`config.mk`:
```
export PLATFORM = sky130hd
export DESIGN_NAME = inert_multi_intf
export DESIGN_NICKNAME = d
export VERILOG_FILES = /design/src/rtl/inert_multi_intf.sv
export SDC_FILE = /design/constraint.sdc
export NUM_CORES = 1
export LEC_CHECK = 0
export CAP_MARGIN = 20
export CORE_ASPECT_RATIO = 0.9
export CORE_MARGIN = 2
export CORE_UTILIZATION = 40
export DETAILED_ROUTE_END_ITERATION = 8
export GPL_ROUTABILITY_DRIVEN = 1
export GPL_TIMING_DRIVEN = 1
export PLACE_DENSITY_LB_ADDON = 0.12
export SLEW_MARGIN = 20
export SYNTH_ARGS = -nofsm -noshare
export SYNTH_HDL_FRONTEND = slang
export SYNTH_SLANG_ARGS = --single-unit
```
`constraint.sdc`:
```
create_clock -name clk -period 1.9 [get_ports clk]
set_input_delay 0.57 -clock clk [delete_from_list [all_inputs] [get_ports clk]]
set_output_delay 0.57 -clock clk [all_outputs]
set_load 0.02 [all_outputs]
```
`src/rtl/inert_multi_intf.sv`:
```
// -----------------------------------------------------------------------------
// inert_multi_intf
// Inertial sensor reader. After power-up it waits a programmable interval,
// writes three configuration registers through an SPI master (SPI_mnrch), and
// then, each time the sensor raises INT, reads NUM_AXES 16-bit axes as
// low/high byte pairs. The bytes are collected in shadow registers and
// published to axis_data all at once, together with a one-cycle vld pulse.
//
// Parameters
//   NUM_AXES  : number of 16-bit axes read per INT (1..6)
//   BASE_ADDR : 7-bit register address of the low byte of axis 0
//   RST_W     : width of the power-up wait counter
//
// Ports
//   clk       in   system clock (the only clock)
//   rst_n     in   asynchronous active-low reset
//   INT       in   asynchronous sensor data-ready
//   done      in   SPI transaction-complete pulse
//   rd_data   in   SPI read data (only [7:0] is used)
//   clr_ovr   in   clears the sticky overrun flag
//   wrt       out  one-cycle pulse that starts an SPI transaction
//   cmd       out  SPI write data, valid while wrt=1, otherwise 16'h0000
//   axis_data out  published axes, axis k in bits [16k+15:16k]
//   vld       out  one-cycle pulse when a new axis_data set is published
//   ovr       out  sticky: INT rose while a read burst was in progress
//   err       out  sticky SPI timeout flag (only with INERT_TIMEOUT_EN)
//
// Build option
//   INERT_TIMEOUT_EN : adds a 12-bit watchdog on done and the err port.
//                      Without it the block waits for done indefinitely.
// -----------------------------------------------------------------------------
module inert_multi_intf #(
   parameter int         NUM_AXES  = 3,
   parameter logic [6:0] BASE_ADDR = 7'h22,
   parameter int         RST_W     = 16
) (
   input  logic                   clk,
   input  logic                   rst_n,
   input  logic                   INT,
   input  logic                   done,
   input  logic [15:0]            rd_data,
   input  logic                   clr_ovr,
   output logic                   wrt,
   output logic [15:0]            cmd,
   output logic [16*NUM_AXES-1:0] axis_data,
   output logic                   vld,
   output logic                   ovr
`ifdef INERT_TIMEOUT_EN
   ,
   output logic                   err
`endif
);

   typedef enum logic [2:0] {
      WAIT_RST  = 3'd0,
      INIT      = 3'd1,
      INIT_LAST = 3'd2,
      IDLE      = 3'd3,
      RD_LO     = 3'd4,
      RD_HI     = 3'd5,
      PUBLISH   = 3'd6
   } state_t;

   localparam logic [2:0] LAST_K = 3'(NUM_AXES - 1);

   // Read command: bit 15 set marks a read, address in [14:8].
   function automatic logic [15:0] read_cmd(input logic [6:0] addr);
      return {1'b1, addr, 8'h00};
   endfunction

   // Byte address of axis k: low byte at BASE_ADDR+2k, high byte one above.
   function automatic logic [6:0] axis_addr(input logic [2:0] k, input logic hi);
      return BASE_ADDR + {3'b000, k, hi};
   endfunction

   // ---------------------------------------------------------------------------
   // Registers and next-state signals
   // ---------------------------------------------------------------------------
   state_t                     state_r, state_s;
   logic [RST_W-1:0]           cnt_r, cnt_s;
   logic [1:0]                 init_idx_r, init_idx_s;
   logic [2:0]                 k_r, k_s;
   logic                       wrt_r, wrt_s;
   logic [15:0]                cmd_r, cmd_s;
   logic                       vld_r;
   logic                       ovr_r, ovr_s;
   logic                       cap_lo_s, cap_hi_s, pub_s;
   logic                       rise_s;
   logic                       timeout_s;

   logic                       int_meta_r, int_sync_r, int_prev_r;

   logic [NUM_AXES-1:0][7:0]   sh_lo_r, sh_hi_r;
   logic [16*NUM_AXES-1:0]     axis_r;

   // Only the low byte of each SPI response carries sensor data.
   logic                       unused_rd_hi;
   assign unused_rd_hi = ^rd_data[15:8];

   // Two-flop INT synchronizer (int_sync_r is INT_s) plus one delay for edge detect
   always_ff @(posedge clk or negedge rst_n) begin
      if (!rst_n) begin
         int_meta_r <= 1'b0;
         int_sync_r <= 1'b0;
         int_prev_r <= 1'b0;
      end else begin
         int_meta_r <= INT;
         int_sync_r <= int_meta_r;
         int_prev_r <= int_sync_r;
      end
   end

   // ---------------------------------------------------------------------------
   // Optional done watchdog
   // ---------------------------------------------------------------------------
`ifdef INERT_TIMEOUT_EN
   logic [11:0] wd_r;
   logic        err_r;
   logic        wd_active_s;

   assign wd_active_s = (state_r == INIT) || (state_r == INIT_LAST) ||
                        (state_r == RD_LO) || (state_r == RD_HI);
   // Fire on the edge where the count would become FFF, so err appears
   // together with the watchdog reaching FFF. A done in that cycle wins.
   assign timeout_s   = wd_active_s && (wd_r == 12'hFFE) && !done;

   // Watchdog counter: restarts with every command, counts while a done is owed
   always_ff @(posedge clk or negedge rst_n) begin
      if (!rst_n) begin
         wd_r  <= 12'h000;
         err_r <= 1'b0;
      end else begin
         if (wrt_s || !wd_active_s) begin
            wd_r <= 12'h000;
         end else begin
            wd_r <= wd_r + 12'h001;
         end
         err_r <= err_r | timeout_s;
      end
   end

   assign err = err_r;
`else
   assign timeout_s = 1'b0;
`endif

   // ---------------------------------------------------------------------------
   // Sequencer
   // ---------------------------------------------------------------------------

   // Next-state and command generation
   always_comb begin
      state_s    = state_r;
      cnt_s      = cnt_r;
      init_idx_s = init_idx_r;
      k_s        = k_r;
      wrt_s      = 1'b0;
      cmd_s      = 16'h0000;
      cap_lo_s   = 1'b0;
      cap_hi_s   = 1'b0;
      pub_s      = 1'b0;

      if (timeout_s) begin
         // Counter preset to all-ones: the init write goes out next cycle.
         state_s = WAIT_RST;
         cnt_s   = {RST_W{1'b1}};
      end else begin
         case (state_r)
            WAIT_RST: begin
               if (cnt_r == {RST_W{1'b1}}) begin
                  wrt_s      = 1'b1;
                  cmd_s      = 16'h0D02;
                  init_idx_s = 2'd1;
                  state_s    = INIT;
               end else begin
                  cnt_s = cnt_r + RST_W'(1);
               end
            end

            INIT: begin
               if (done) begin
                  wrt_s      = 1'b1;
                  init_idx_s = init_idx_r + 2'd1;
                  if (init_idx_r == 2'd1) begin
                     cmd_s = 16'h1160;
                  end else begin
                     cmd_s   = 16'h1440;
                     state_s = INIT_LAST;
                  end
               end else begin
                  state_s = INIT;
               end
            end

            INIT_LAST: begin
               if (done) begin
                  state_s = IDLE;
               end else begin
                  state_s = INIT_LAST;
               end
            end

            IDLE: begin
               // Level-sensitive: INT still high on return starts a new burst.
               if (int_sync_r) begin
                  wrt_s   = 1'b1;
                  cmd_s   = read_cmd(axis_addr(3'd0, 1'b0));
                  k_s     = 3'd0;
                  state_s = RD_LO;
               end else begin
                  state_s = IDLE;
               end
            end

            RD_LO: begin
               if (done) begin
                  cap_lo_s = 1'b1;
                  wrt_s    = 1'b1;
                  cmd_s    = read_cmd(axis_addr(k_r, 1'b1));
                  state_s  = RD_HI;
               end else begin
                  state_s = RD_LO;
               end
            end

            RD_HI: begin
               if (done) begin
                  cap_hi_s = 1'b1;
                  if (k_r == LAST_K) begin
                     state_s = PUBLISH;
                  end else begin
                     k_s     = k_r + 3'd1;
                     wrt_s   = 1'b1;
                     cmd_s   = read_cmd(axis_addr(k_r + 3'd1, 1'b0));
                     state_s = RD_LO;
                  end
               end else begin
                  state_s = RD_HI;
               end
            end

            PUBLISH: begin
               pub_s   = 1'b1;
               state_s = IDLE;
            end

            default: begin
               state_s = WAIT_RST;
            end
         endcase
      end
   end

   // INT rising while a burst is still being collected means a sample was missed
   assign rise_s = int_sync_r && !int_prev_r &&
                   ((state_r == RD_LO) || (state_r == RD_HI) || (state_r == PUBLISH));

   // Sticky overrun: a set in the same cycle as a clear takes priority
   always_comb begin
      if (rise_s) begin
         ovr_s = 1'b1;
      end else if (clr_ovr) begin
         ovr_s = 1'b0;
      end else begin
         ovr_s = ovr_r;
      end
   end

   // Sequencer state and registered outputs
   always_ff @(posedge clk or negedge rst_n) begin
      if (!rst_n) begin
         state_r    <= WAIT_RST;
         cnt_r      <= {RST_W{1'b0}};
         init_idx_r <= 2'd0;
         k_r        <= 3'd0;
         wrt_r      <= 1'b0;
         cmd_r      <= 16'h0000;
         vld_r      <= 1'b0;
         ovr_r      <= 1'b0;
      end else begin
         state_r    <= state_s;
         cnt_r      <= cnt_s;
         init_idx_r <= init_idx_s;
         k_r        <= k_s;
         wrt_r      <= wrt_s;
         cmd_r      <= cmd_s;
         vld_r      <= pub_s;
         ovr_r      <= ovr_s;
      end
   end

   // Shadow byte capture and the single-cycle copy to the visible axis set
   always_ff @(posedge clk or negedge rst_n) begin
      if (!rst_n) begin
         sh_lo_r <= {(8*NUM_AXES){1'b0}};
         sh_hi_r <= {(8*NUM_AXES){1'b0}};
         axis_r  <= {(16*NUM_AXES){1'b0}};
      end else begin
         for (int i = 0; i < NUM_AXES; i++) begin
            if (cap_lo_s && (k_r == 3'(i))) begin
               sh_lo_r[i] <= rd_data[7:0];
            end
            if (cap_hi_s && (k_r == 3'(i))) begin
               sh_hi_r[i] <= rd_data[7:0];
            end
            // axis_data changes only here, so a partial burst is never seen.
            if (pub_s) begin
               axis_r[16*i +: 16] <= {sh_hi_r[i], sh_lo_r[i]};
            end
         end
      end
   end

   assign wrt       = wrt_r;
   assign cmd       = cmd_r;
   assign vld       = vld_r;
   assign ovr       = ovr_r;
   assign axis_data = axis_r;

endmodule

```
=== After elaboration in Yosys (flattened, before gate mapping) ===
Cells that the tools add are included.

* Bitwise gates (word level): 1
* Reduce and logical (&&, ||, !) cells: 21
* Equal/unequal tests: 16
* Multiplexer cells: 35
* Add/sub/neg operators: 5

{| class="wikitable"
|+ Operators with widths
! kind !! count
|-
| 16-bit case mux with 5 select lines || 1
|-
| 16-bit 2-to-1 mux || 4
|-
| 3-bit 2-to-1 mux || 8
|-
| 3-bit case mux with 7 select lines || 1
|-
| 16-bit by 1-bit adder with 16-bit output, second input constant || 1
|-
| 16-bit equality test, second input constant || 1
|-
| 6-bit by 4-bit adder with 7-bit output, first input constant || 2
|-
| 13-bit 2-to-1 mux || 1
|-
| 1-bit 2-to-1 mux || 12
|-
| 12-bit 2-to-1 mux || 1
|-
| 11-bit 2-to-1 mux || 1
|-
| 2-bit inequality test, second input constant || 5
|-
| 3-bit by 2-bit equality test with 1-bit output, second input constant || 3
|-
| 3-bit equality test, second input constant || 3
|-
| 1-bit logical AND || 8
|-
| 3-bit by 1-bit equality test with 1-bit output, second input constant || 2
|-
| 3-bit zero test || 2
|-
| 2-bit 2-to-1 mux || 3
|-
| 3-bit case mux with 2 select lines || 1
|-
| 2-bit nonzero test || 3
|-
| 1-bit case mux with 4 select lines || 1
|-
| 2-bit case mux with 2 select lines || 1
|-
| 2-bit AND reduction || 2
|-
| 4-bit AND reduction || 1
|-
| 9 further kinds || 10
|}

* Word-level logic and storage cells: 96
* Bits of input ports: 21
* Register bits: 142
* Output and inout port bits: 67

=== Longest topological paths before layout ===
Gate-level depths: netlist of run 1.

* Word-level depth: 5
* Depth in mapped cells: 8
* Depth with buffers taken out: 6

=== Worst setup path after synthesis of run 1 ===
OpenSTA, ideal clock, no wires.

* Path kind: reg2reg
* Start: register k_r[0]
* End: register k_r[2]
* Period minus slack after synthesis: 1.889 ns
* Path buffers: 1
* Data required time: 1.779 ns
* Path slack: 0.011 ns
* Library setup time: 0.121 ns
* Cell stages (with the launch flop): 8
* Arrival time: 1.768 ns
* Cells stage by stage: dfrtp_1 -> clkbuf_1 -> inv_1 -> ha_1 -> nor2b_1 -> o41ai_1 -> o311ai_0 -> a22o_1

* Cells in the longest elaborated chain, start to end: 4
* Elaborated cells between the ends (all ways): 7
* Those cells by class: add/sub (1); eq/ne (2); mux (3); reduce/logical (1)

{| class="wikitable"
|+ Ends and longest elaborated chain
! what !! line !! source
|-
| start, declared || 82 || <nowiki>logic [2:0] k_r, k_s;</nowiki>
|-
| start signal, assigned || 284 || <nowiki>k_r <= k_s;</nowiki>
|-
| 3-bit by 1-bit adder with 3-bit output || 232 || <nowiki>k_s = k_r + 3'd1;</nowiki>
|-
| 3-bit 2-to-1 mux || 229 || <nowiki>if (k_r == LAST_K) begin</nowiki>
|-
| 3-bit 2-to-1 mux || 227 || <nowiki>if (done) begin</nowiki>
|-
| 3-bit case mux with 2 select lines || 168 || <nowiki>case (state_r)</nowiki>
|}

Parallel ways exist; a longest one is shown, timed or not. The select of a mux whose other input is x is not followed.
A chain may end at the register's enable or synchronous reset.

=== Worst setup path in the final report of run 1 ===
* Start: input done
* End: register sh_hi_r[13] (netlist bit)

* Cells in the longest elaborated chain, start to end: 3

{| class="wikitable"
|+ Ends and longest elaborated chain
! what !! line !! source
|-
| start, declared || 40 || <nowiki>input logic done,</nowiki>
|-
| 1-bit 2-to-1 mux || 227 ||
|-
| 1-bit 2-to-1 mux || 168 ||
|-
| 1-bit logical AND || 303 || <nowiki>if (cap_hi_s && (k_r == 3'(i))) begin</nowiki>
|-
| end signal, assigned || 296 || <nowiki>sh_hi_r <= {(8*NUM_AXES){1'b0}};</nowiki>
|-
| end signal, assigned by index || 304 || <nowiki>sh_hi_r[i] <= rd_data[7:0];</nowiki>
|-
| end, declared || 93 || <nowiki>logic [NUM_AXES-1:0][7:0] sh_lo_r, sh_hi_r;</nowiki>
|}

Every way passes these cells.

==> results.yml, run 1 <==
run_status:
  status: "finished, final reports clean"
route:
  viasPerCell: 5.02
  wl_mm: 11.4
  ant_nets: 0
  drt_iter0_markers: 172
  vias: 3427
  wl_per_cell_um: 16.7
  drt_first_pass_iters: 4
  drc: 0
global_routing:
  grt_pass1_vias: 3572
  grt_antenna_before_repair: 0
  grt_max_degree: 53
  grt_overflow: 0
  grt_usage: 0.171
  grt_pass1_wl_mm: 18.9
power:
  internal-power_w: 0.00746
  power.share.sequential: 0.396
  ir_drop_uv: 745
  total_power_w: 0.0108
  p_switching_w: 0.00335
  power.density_mw_per_mm2: 1500
  p_sw_frac: 0.310
  p_clk_frac: 0.309
  p_leak_nw: 3.73
  pwr-share-comb: 0.295
timing:
  tightest_slew_ns: 0.522
  slew_headroom: 0.652
  drv_slew: 0
  setup_viol: 0
  hold_viol: 0
  fin_skew_ns: 0.00610
  rsz0062_at_grt: "no"
  period_minus_slack_ns: 1.86
  whs_ns: 0.0920
  fmax_mhz: 537
  period_share: 0.980
  setup_slack_ns: 0.0375
critical_path:
  r2r_slack_ns: 0.10
  cp.arrival_ns: 2.17
  cp_num_buf_inv: 2
  ff2ff_path_depth: 5
  crit_chain: "clkdlybuf4s50_1 -> nand4b_2 -> nor3b_2 -> buf_4 -> mux2_2"
  crit_slowest_cell: "clkdlybuf4s50_1"
  cp-start-kind: "primary input"
  cp_num_cells: 5
  worstSetupEndpointType: "flop"
  r2r_start: "state_r[1]"
  critPathTopFamily: "buffers and inverters"
  rr_endpoint: "sh_hi_r[13]"
  critical_path.endpoint: "sh_hi_r[13]"
  crit_start: "done"
  max_stage_delay_ns: 0.55
  critPathKind: "primary input to flop"
  required_ns: 2.20
  critPathMaxFanout: 8
layout:
  layout-drive-gt1-share: 0.334
  design_area_sq_mm: 0.00722
  syn_to_final_growth_pct: 30.7
  num-nets-final: 530
  antennaDiodeCount: 0
  layout.cells.non_filler: 683
place:
  dp.cells: 651
  pre_cts_ws_ns: -0.384
  port_buffers: 73
  place_area_sq_mm: 0.00668
  hpwl_mm: 7.80
  gp_congestion: 0.799
clock_tree:
  cts_hold_buf: 0
  cts_tree: "done"
  cts_max_level: 4
  path_clk_slew_ns: 0.05
  cts-root-buf: "clkbuf_16"
  clock_path_buffers: 2
  cts.sinks: 135
  cts-buffers-inserted: 17
  clk_latency_ns: 0.42
yosys:
  yosys-top-cells-area: "dfrtp_1 61%, mux2_2 20%, ha_1 1.6%, xnor2_1 1.6%, buf_4 1.2%"
  synth_top_cell_area_share: 0.612
  ys_seq_area_frac: 0.612
  synthCells: 390
  async_flop_share: 1.00
  synth_top_area_cell: "dfrtp_1"
  ys.flop_type: "dfrtp_1"
  synth_area_sq_mm: 0.00552
  synth_enable_flop_cells: 0
  synth_warnings: 0
  post_synth.cell_area_avg_sq_um: 14.2
  ys_seq_elements: 135
  yosys.cell_types.count: 43
floorplan:
  start_util: 0.412
  die_height_um: 115
  die_x_um: 128
  die_area_sq_mm: 0.0148
  coreArea_sq_mm: 0.0134
  io_pins: 88
  rows: 40
hold_path:
  hp-class: "primary input to async pin"
run:
  drv_cap: 0
sequential cells by signal, summed over array words and instances, names as in the netlist:
| signal | count |
|---|---|
| sh_lo_r | 24 |
| state_r | 3 |
| cmd | 9 |
| int_meta_r | 1 |
| sh_hi_r | 24 |
| cnt_r | 16 |
| int_prev_r | 1 |
| int_sync_r | 1 |
| vld | 1 |
| init_idx_r | 2 |
| axis_data | 48 |
| wrt | 1 |
| ovr | 1 |
| k_r | 3 |
kinds of logic after synthesis:
| family | share of synthesized area |
|---|---|
| flops | 0.612 |
| other cells | 0.000679 |
| xor+xnor | 0.0190 |
| simple gates | 0.0822 |
| fa+ha+maj | 0.0159 |
| compound gates | 0.0403 |
| buf+inv | 0.0304 |
| mux | 0.200 |
cell usage after synthesis (2+ instances only):
master,n
nand2_1,14
a31oi_1,3
o21a_1,2
nor2_1,9
dfrtp_1,135
a21oi_1,6
xor2_1,2
and3_1,4
xnor2_1,10
buf_2,8
mux2_1,2
o311ai_0,2
nor3_1,2
nand4_1,7
nand3_1,13
buf_4,9
nand3b_1,5
clkbuf_1,4
and4_1,4
nor3b_2,2
mux2_2,96
inv_1,12
nor2b_1,7
ha_1,7
o211ai_1,3
o21ai_0,5
layout make-up:
class,count,area (sq um)
clock buffers,21,460
clock inverters,11,148
fillers,1160,6200
inverters,12,45.0
multi-input cells,227,2000
flip-flops and latches,135,3380
well taps,168,210
repair buffers,109,976
how the worst min path moves through the flow:
| stage | cells past startpoint | slack, ns | endpoint | from |
|---|---|---|---|---|
| 2_1_floorplan | 0 | 0.27 | axis_data[0] | rst_n |
| 3_3_place_gp | 0 | 0.34 | int_sync_r | int_meta_r |
| 3_5_place_dp | 0 | 0.35 | int_sync_r | int_meta_r |
| 4_1_cts | 1 | 0.11 | cmd[11] | rst_n |
| 5_1_grt | 1 | 0.13 | cmd[11] | rst_n |
| 6_report | 1 | 0.09 | cmd[11] | rst_n |
layout by cell type (no fill, tap or decap), types with 5 or more instances in the layout:
| master | n |
|---|---|
| dfrtp_1 | 135 |
| mux2_2 | 96 |
| dlygate4sd2_1 | 61 |
| buf_4 | 32 |
| clkbuf_16 | 17 |
| nand3_1 | 13 |
| nand2_1 | 13 |
| inv_1 | 12 |
| clkdlybuf4s50_1 | 11 |
| xnor2_1 | 10 |
| nor2_1 | 9 |
| nor2b_1 | 7 |
| nand4_1 | 7 |
| ha_1 | 7 |
| a21oi_1 | 6 |
| conb_1 | 6 |
| nand3b_1 | 5 |
| o21ai_0 | 5 |
metal layers:
metal / global-route usage / share of wire / vias to the layer above
li1: - / - / 1594
met1: 0.228 / 0.47 / 1734
met2: 0.260 / 0.46 / 87
met3: 0.0633 / 0.058 / 12
met4: 0.0593 / 0.010 / 0
met5: 0 / 0 / -
power by group through the flow:
stage	Clock [W]	Sequential [W]	Combinational [W]
floorplan	0	0.00472	0.00155
finish	0.00334	0.00428	0.00319
global route	0.00359	0.00441	0.00344
CTS	0.00342	0.00429	0.00323
global placement	0	0.00431	0.00347
detailed placement	0	0.00435	0.00352
metrics by stage:
step | util | setup TNS, ns
floorplan | - | 0
global placement | 0.498 | -15.82
detailed placement | 0.498 | -16.04
CTS | 0.538 | 0
global route | 0.538 | 0
finish | 0.538 | 0
repair_timing:
action / 4_1_cts / 5_1_grt
resized for setup: 61 / 1
endpoints found under the setup margin: 61 / 4
gates cloned: 0 / 0
pin swaps: 0 / 1
buffers inserted: 0 / 0
Power figures use the tool's default switching activity.
==> run 2: changes to the inputs <==
Settings changed: CORE_ASPECT_RATIO 0.9 to unset.
==> results.yml, run 2 (synthesis results as in run 1) <==
critical_path:
  worstSetupEndpointType: "flop"
  critPathKind: "flop to flop"
  cp-start-kind: "flop"
  cp.arrival_ns: 2.10
  cp_num_buf_inv: 1
  required_ns: 2.19
  max_stage_delay_ns: 0.49
  cp_num_cells: 5
  crit_chain: "or3_4 -> a41oi_4 -> buf_4 -> nand4_1 -> o21a_1"
  crit_slowest_cell: "dfrtp_1"
  critPathTopFamily: "simple AND/OR/NAND/NOR gates"
  critPathMaxFanout: 10
  ff2ff_path_depth: 5
global_routing:
  grt_max_degree: 50
  grt_pass1_vias: 3619
  grt_pass1_wl_mm: 18.2
  grt_overflow: 0
  grt_antenna_before_repair: 0
  grt_usage: 0.165
layout:
  design_area_sq_mm: 0.00719
  syn_to_final_growth_pct: 30.2
  multi_input_area_sq_mm: 0.00202
  num-fill-cells: 1183
  layout-drive-gt1-share: 0.325
  final_util: 0.539
  layout_common_cells: "135 x dfrtp_1, 96 x mux2_2, 61 x dlygate4sd2_1"
  layout_commonest_cell: "dfrtp_1"
  num-nets-final: 526
  largest_reg_flops: 48
  ff_latch_area_sq_mm: 0.00338
  antennaDiodeCount: 0
place:
  gp_congestion: 0.786
  hpwl_mm: 7.51
  port_buffers: 73
  place_area_sq_mm: 0.00666
floorplan:
  start_util: 0.414
  io_pins: 88
  die_area_sq_mm: 0.0148
  coreArea_sq_mm: 0.0133
  rows: 42
  die_height_um: 122
  die_x_um: 122
route:
  wl_per_cell_um: 15.9
  drc: 0
  vias: 3401
  met2_length_mm: 5.32
  ant_nets: 0
  wl_mm: 10.9
  drt-met1-wl_mm: 4.84
  viasPerCell: 4.96
  drt_iter0_markers: 144
  dr.max_layer_used: "met4"
  drt_first_pass_iters: 4
  met3_length_um: 566
clock_tree:
  cts.sinks: 135
  clk_latency_ns: 0.41
  cts-root-buf: "clkbuf_16"
  cts_hold_buf: 0
  clock_path_buffers: 2
  cts-buffers-inserted: 17
  cts_max_level: 4
  cts_setup_buffers: 0
  path_clk_slew_ns: 0.05
  cts_tree: "done"
run:
  drv_cap: 0
timing:
  period_share: 0.950
  hold_viol: 0
  period_minus_slack_ns: 1.80
  drv_slew: 0
  setup_viol: 0
  finalSetupTns_ns: 0
  fmax_mhz: 554
  fin_skew_ns: 0.00701
power:
  power.density_mw_per_mm2: 1480
  p_leak_nw: 3.72
  ir_drop_uv: 702
hold_path:
  hp-class: "primary input to async pin"
run_status:
  status: "finished, final reports clean"
-- run 2: final timing paths --
check                         endpoint  slack (ns)  startpoint
min                          cnt_r[11]        0.07       rst_n
min reg2reg                 int_sync_r        0.35  int_meta_r
max reg2reg                   cnt_r[9]         0.1  state_r[1]
max                           cnt_r[9]         0.1  state_r[1]
min in group clk            int_sync_r        0.35  int_meta_r
max in group asynchronous  sh_hi_r[20]        1.32       rst_n
-- run 2: worst register-to-register path, cell delays in order, from the launching register on --
cell and delay, ns:
dfrtp_1 0.49, or3_4 0.48, a41oi_4 0.33, buf_4 0.18
nand4_1 0.08, o21a_1 0.13
-- run 2: routing by layer --
metal,vias up,GRT usage
met3,14,0.0592
met5,-,0
li1,1590,-
met1,1727,0.201
met4,0,0.0740
met2,70,0.264
-- run 2: final cells by class --
type,count,area share
clock inverter,8,0.0172
multi-input combinational,227,0.281
clock buffer,23,0.0637
inverter,12,0.00626
sequential,135,0.470
timing repair buffer,105,0.132
tap,176,0.0306
-- run 2: repair_timing --
item / in CTS / in global routing
pin swaps: 0 / 0
resized for setup: 61 / 5
endpoints found under the setup margin: 61 / 14
-- run 2: power by group --
part	internal [W]	switching (W)
Combinational	0.00154	0.00159
Sequential	0.00377	0.000546
Clock	0.00209	0.00112
Total	0.00739	0.00325
-- run 2: through the flow --
step / total power, W / setup slack, ns / hold slack, ns / cells
final: 0.0106 / 0.0958 / 0.0699 / 686
after global routing: 0.0113 / -0.00471 / 0.0724 / 686
after CTS: 0.0108 / 0.0603 / 0.0592 / 686
after detailed placement: 0.00783 / -0.367 / 0.335 / 655
after global placement: 0.00774 / -0.350 / 0.337 / 655
after floorplan: 0.00628 / 0.0106 / 0.274 / 395
==> run 3: changes to the inputs <==
Settings changed: CORE_MARGIN 2 to unset, REMOVE_ABC_BUFFERS set to 1.
==> results.yml, run 3 (synthesis results as in run 1) <==
route:
  dr.max_layer_used: "met4"
  viasPerCell: 4.96
  drt-met1-wl_mm: 4.87
  wl_per_cell_um: 15.8
  met3_length_um: 562
  drc: 0
  vias: 3465
  met2_length_mm: 5.49
  drt_first_pass_iters: 4
  drt_iter0_markers: 167
  wl_mm: 11.1
  ant_nets: 0
layout:
  num-fill-cells: 1199
  largest_reg_flops: 48
  antennaDiodeCount: 0
  num-nets-final: 538
  layout_commonest_cell: "dfrtp_1"
  layout-drive-gt1-share: 0.350
  design_area_sq_mm: 0.00729
  syn_to_final_growth_pct: 31.9
  layout_common_cells: "135 x dfrtp_1, 96 x mux2_2, 61 x dlygate4sd2_1"
power:
  p_leak_nw: 3.80
  p_sw_frac: 0.309
  p_switching_w: 0.00333
  pwr-share-comb: 0.300
  power.share.sequential: 0.394
  internal-power_w: 0.00747
  p_clk_frac: 0.306
  power.density_mw_per_mm2: 1480
  ir_drop_uv: 726
timing:
  rsz0062_at_grt: "no"
  drv_slew: 0
  fmax_mhz: 555
  period_minus_slack_ns: 1.80
  setup_viol: 0
  setup_slack_ns: 0.0974
  finalSetupTns_ns: 0
  period_share: 0.949
  hold_viol: 0
  whs_ns: 0.0714
  fin_skew_ns: 0.00715
floorplan:
  die_area_sq_mm: 0.0143
  start_util: 0.414
  die_x_um: 120
  coreArea_sq_mm: 0.0133
  io_pins: 88
  die_height_um: 120
  rows: 42
clock_tree:
  path_clk_slew_ns: 0.06
  cts-buffers-inserted: 17
  cts_max_level: 4
  clk_latency_ns: 0.42
  cts_hold_buf: 0
  cts.sinks: 135
  cts_tree: "done"
  clock_path_buffers: 2
  cts-root-buf: "clkbuf_16"
critical_path:
  critPathMaxFanout: 10
  critPathKind: "flop to flop"
  cp.arrival_ns: 2.10
  worstSetupEndpointType: "flop"
  cp-start-kind: "flop"
  required_ns: 2.20
global_routing:
  grt_antenna_before_repair: 0
  grt_overflow: 0
  grt_usage: 0.172
  grt_pass1_wl_mm: 18.5
  grt_max_degree: 50
  grt_pass1_vias: 3725
place:
  pre_cts_ws_ns: -0.366
  gp_congestion: 0.839
  hpwl_mm: 7.41
  port_buffers: 73
  place_area_sq_mm: 0.00674
run:
  drv_cap: 0
hold_path:
  hp-class: "primary input to async pin"
run_status:
  status: "finished, final reports clean"
[run 3: cell count changes in the layout (fill, tap and decap cells not counted), sizes merged]
cell,delta
buf,+12
clkinv,+2
clkinvlp,-2
bufinv,-1
clkbuf,-1
inv,+3
[run 3: layout make-up]
| type | count | area [sq um] | area share |
|---|---|---|---|
| Clock buffer | 22 | 494 | 0.0678 |
| Clock inverter | 10 | 115 | 0.0158 |
| Inverter | 12 | 45.0 | 0.00618 |
| Multi-Input combinational cell | 227 | 2010 | 0.276 |
| Sequential cell | 135 | 3380 | 0.464 |
| Tap cell | 176 | 220 | 0.0302 |
| Timing Repair Buffer | 117 | 1030 | 0.141 |
[run 3: per-stage QoR]
stage / cells / total power (W) / util
floorplan: 374 / 0.00620 / -
global placement: 667 / 0.00778 / 0.505
detailed placement: 667 / 0.00789 / 0.505
CTS: 699 / 0.0109 / 0.545
global route: 699 / 0.0114 / 0.546
finish: 699 / 0.0108 / 0.546
[run 3: worst paths after layout]
check / from / to / slack, ns / cells after the start
setup / recovery: cnt_r[0] / cnt_r[1] / 0.1 / 4
hold / removal: rst_n / axis_data[36] / 0.07 / 1
setup reg to reg: cnt_r[0] / cnt_r[1] / 0.1 / 4
hold reg to reg: int_meta_r / int_sync_r / 0.35 / 0
max in group asynchronous: rst_n / axis_data[34] / 1.26 / 2
min in group clk: int_meta_r / int_sync_r / 0.35 / 0
[run 3: routing by layer]
layer / vias up / GRT usage
met2: 67 / 0.280
li1: 1613 / -
met4: 0 / 0.0680
met1: 1775 / 0.212
met5: - / 0
met3: 10 / 0.0575
[run 3: critical path: stages, from the launching register on]
cell and delay, ns:
dfrtp_1 0.38, ha_1 0.23, and4_1 0.27, a41oi_4 0.42, mux2_2 0.38
[run 3: power by group through the flow]
| stage | Combinational, W | Sequential, W | Clock (W) |
|---|---|---|---|
| after global placement | 0.00349 | 0.00429 | 0 |
| after CTS | 0.00327 | 0.00426 | 0.00339 |
| after floorplan | 0.00139 | 0.00481 | 0 |
| after detailed placement | 0.00356 | 0.00432 | 0 |
| final | 0.00324 | 0.00425 | 0.00330 |
| after global routing | 0.00352 | 0.00438 | 0.00351 |
[run 3: what timing repair did]
action	CTS	global route
endpoints found under the setup margin	61	7
pin swaps	0	1
resized for setup	61	4
setup buffers	0	0
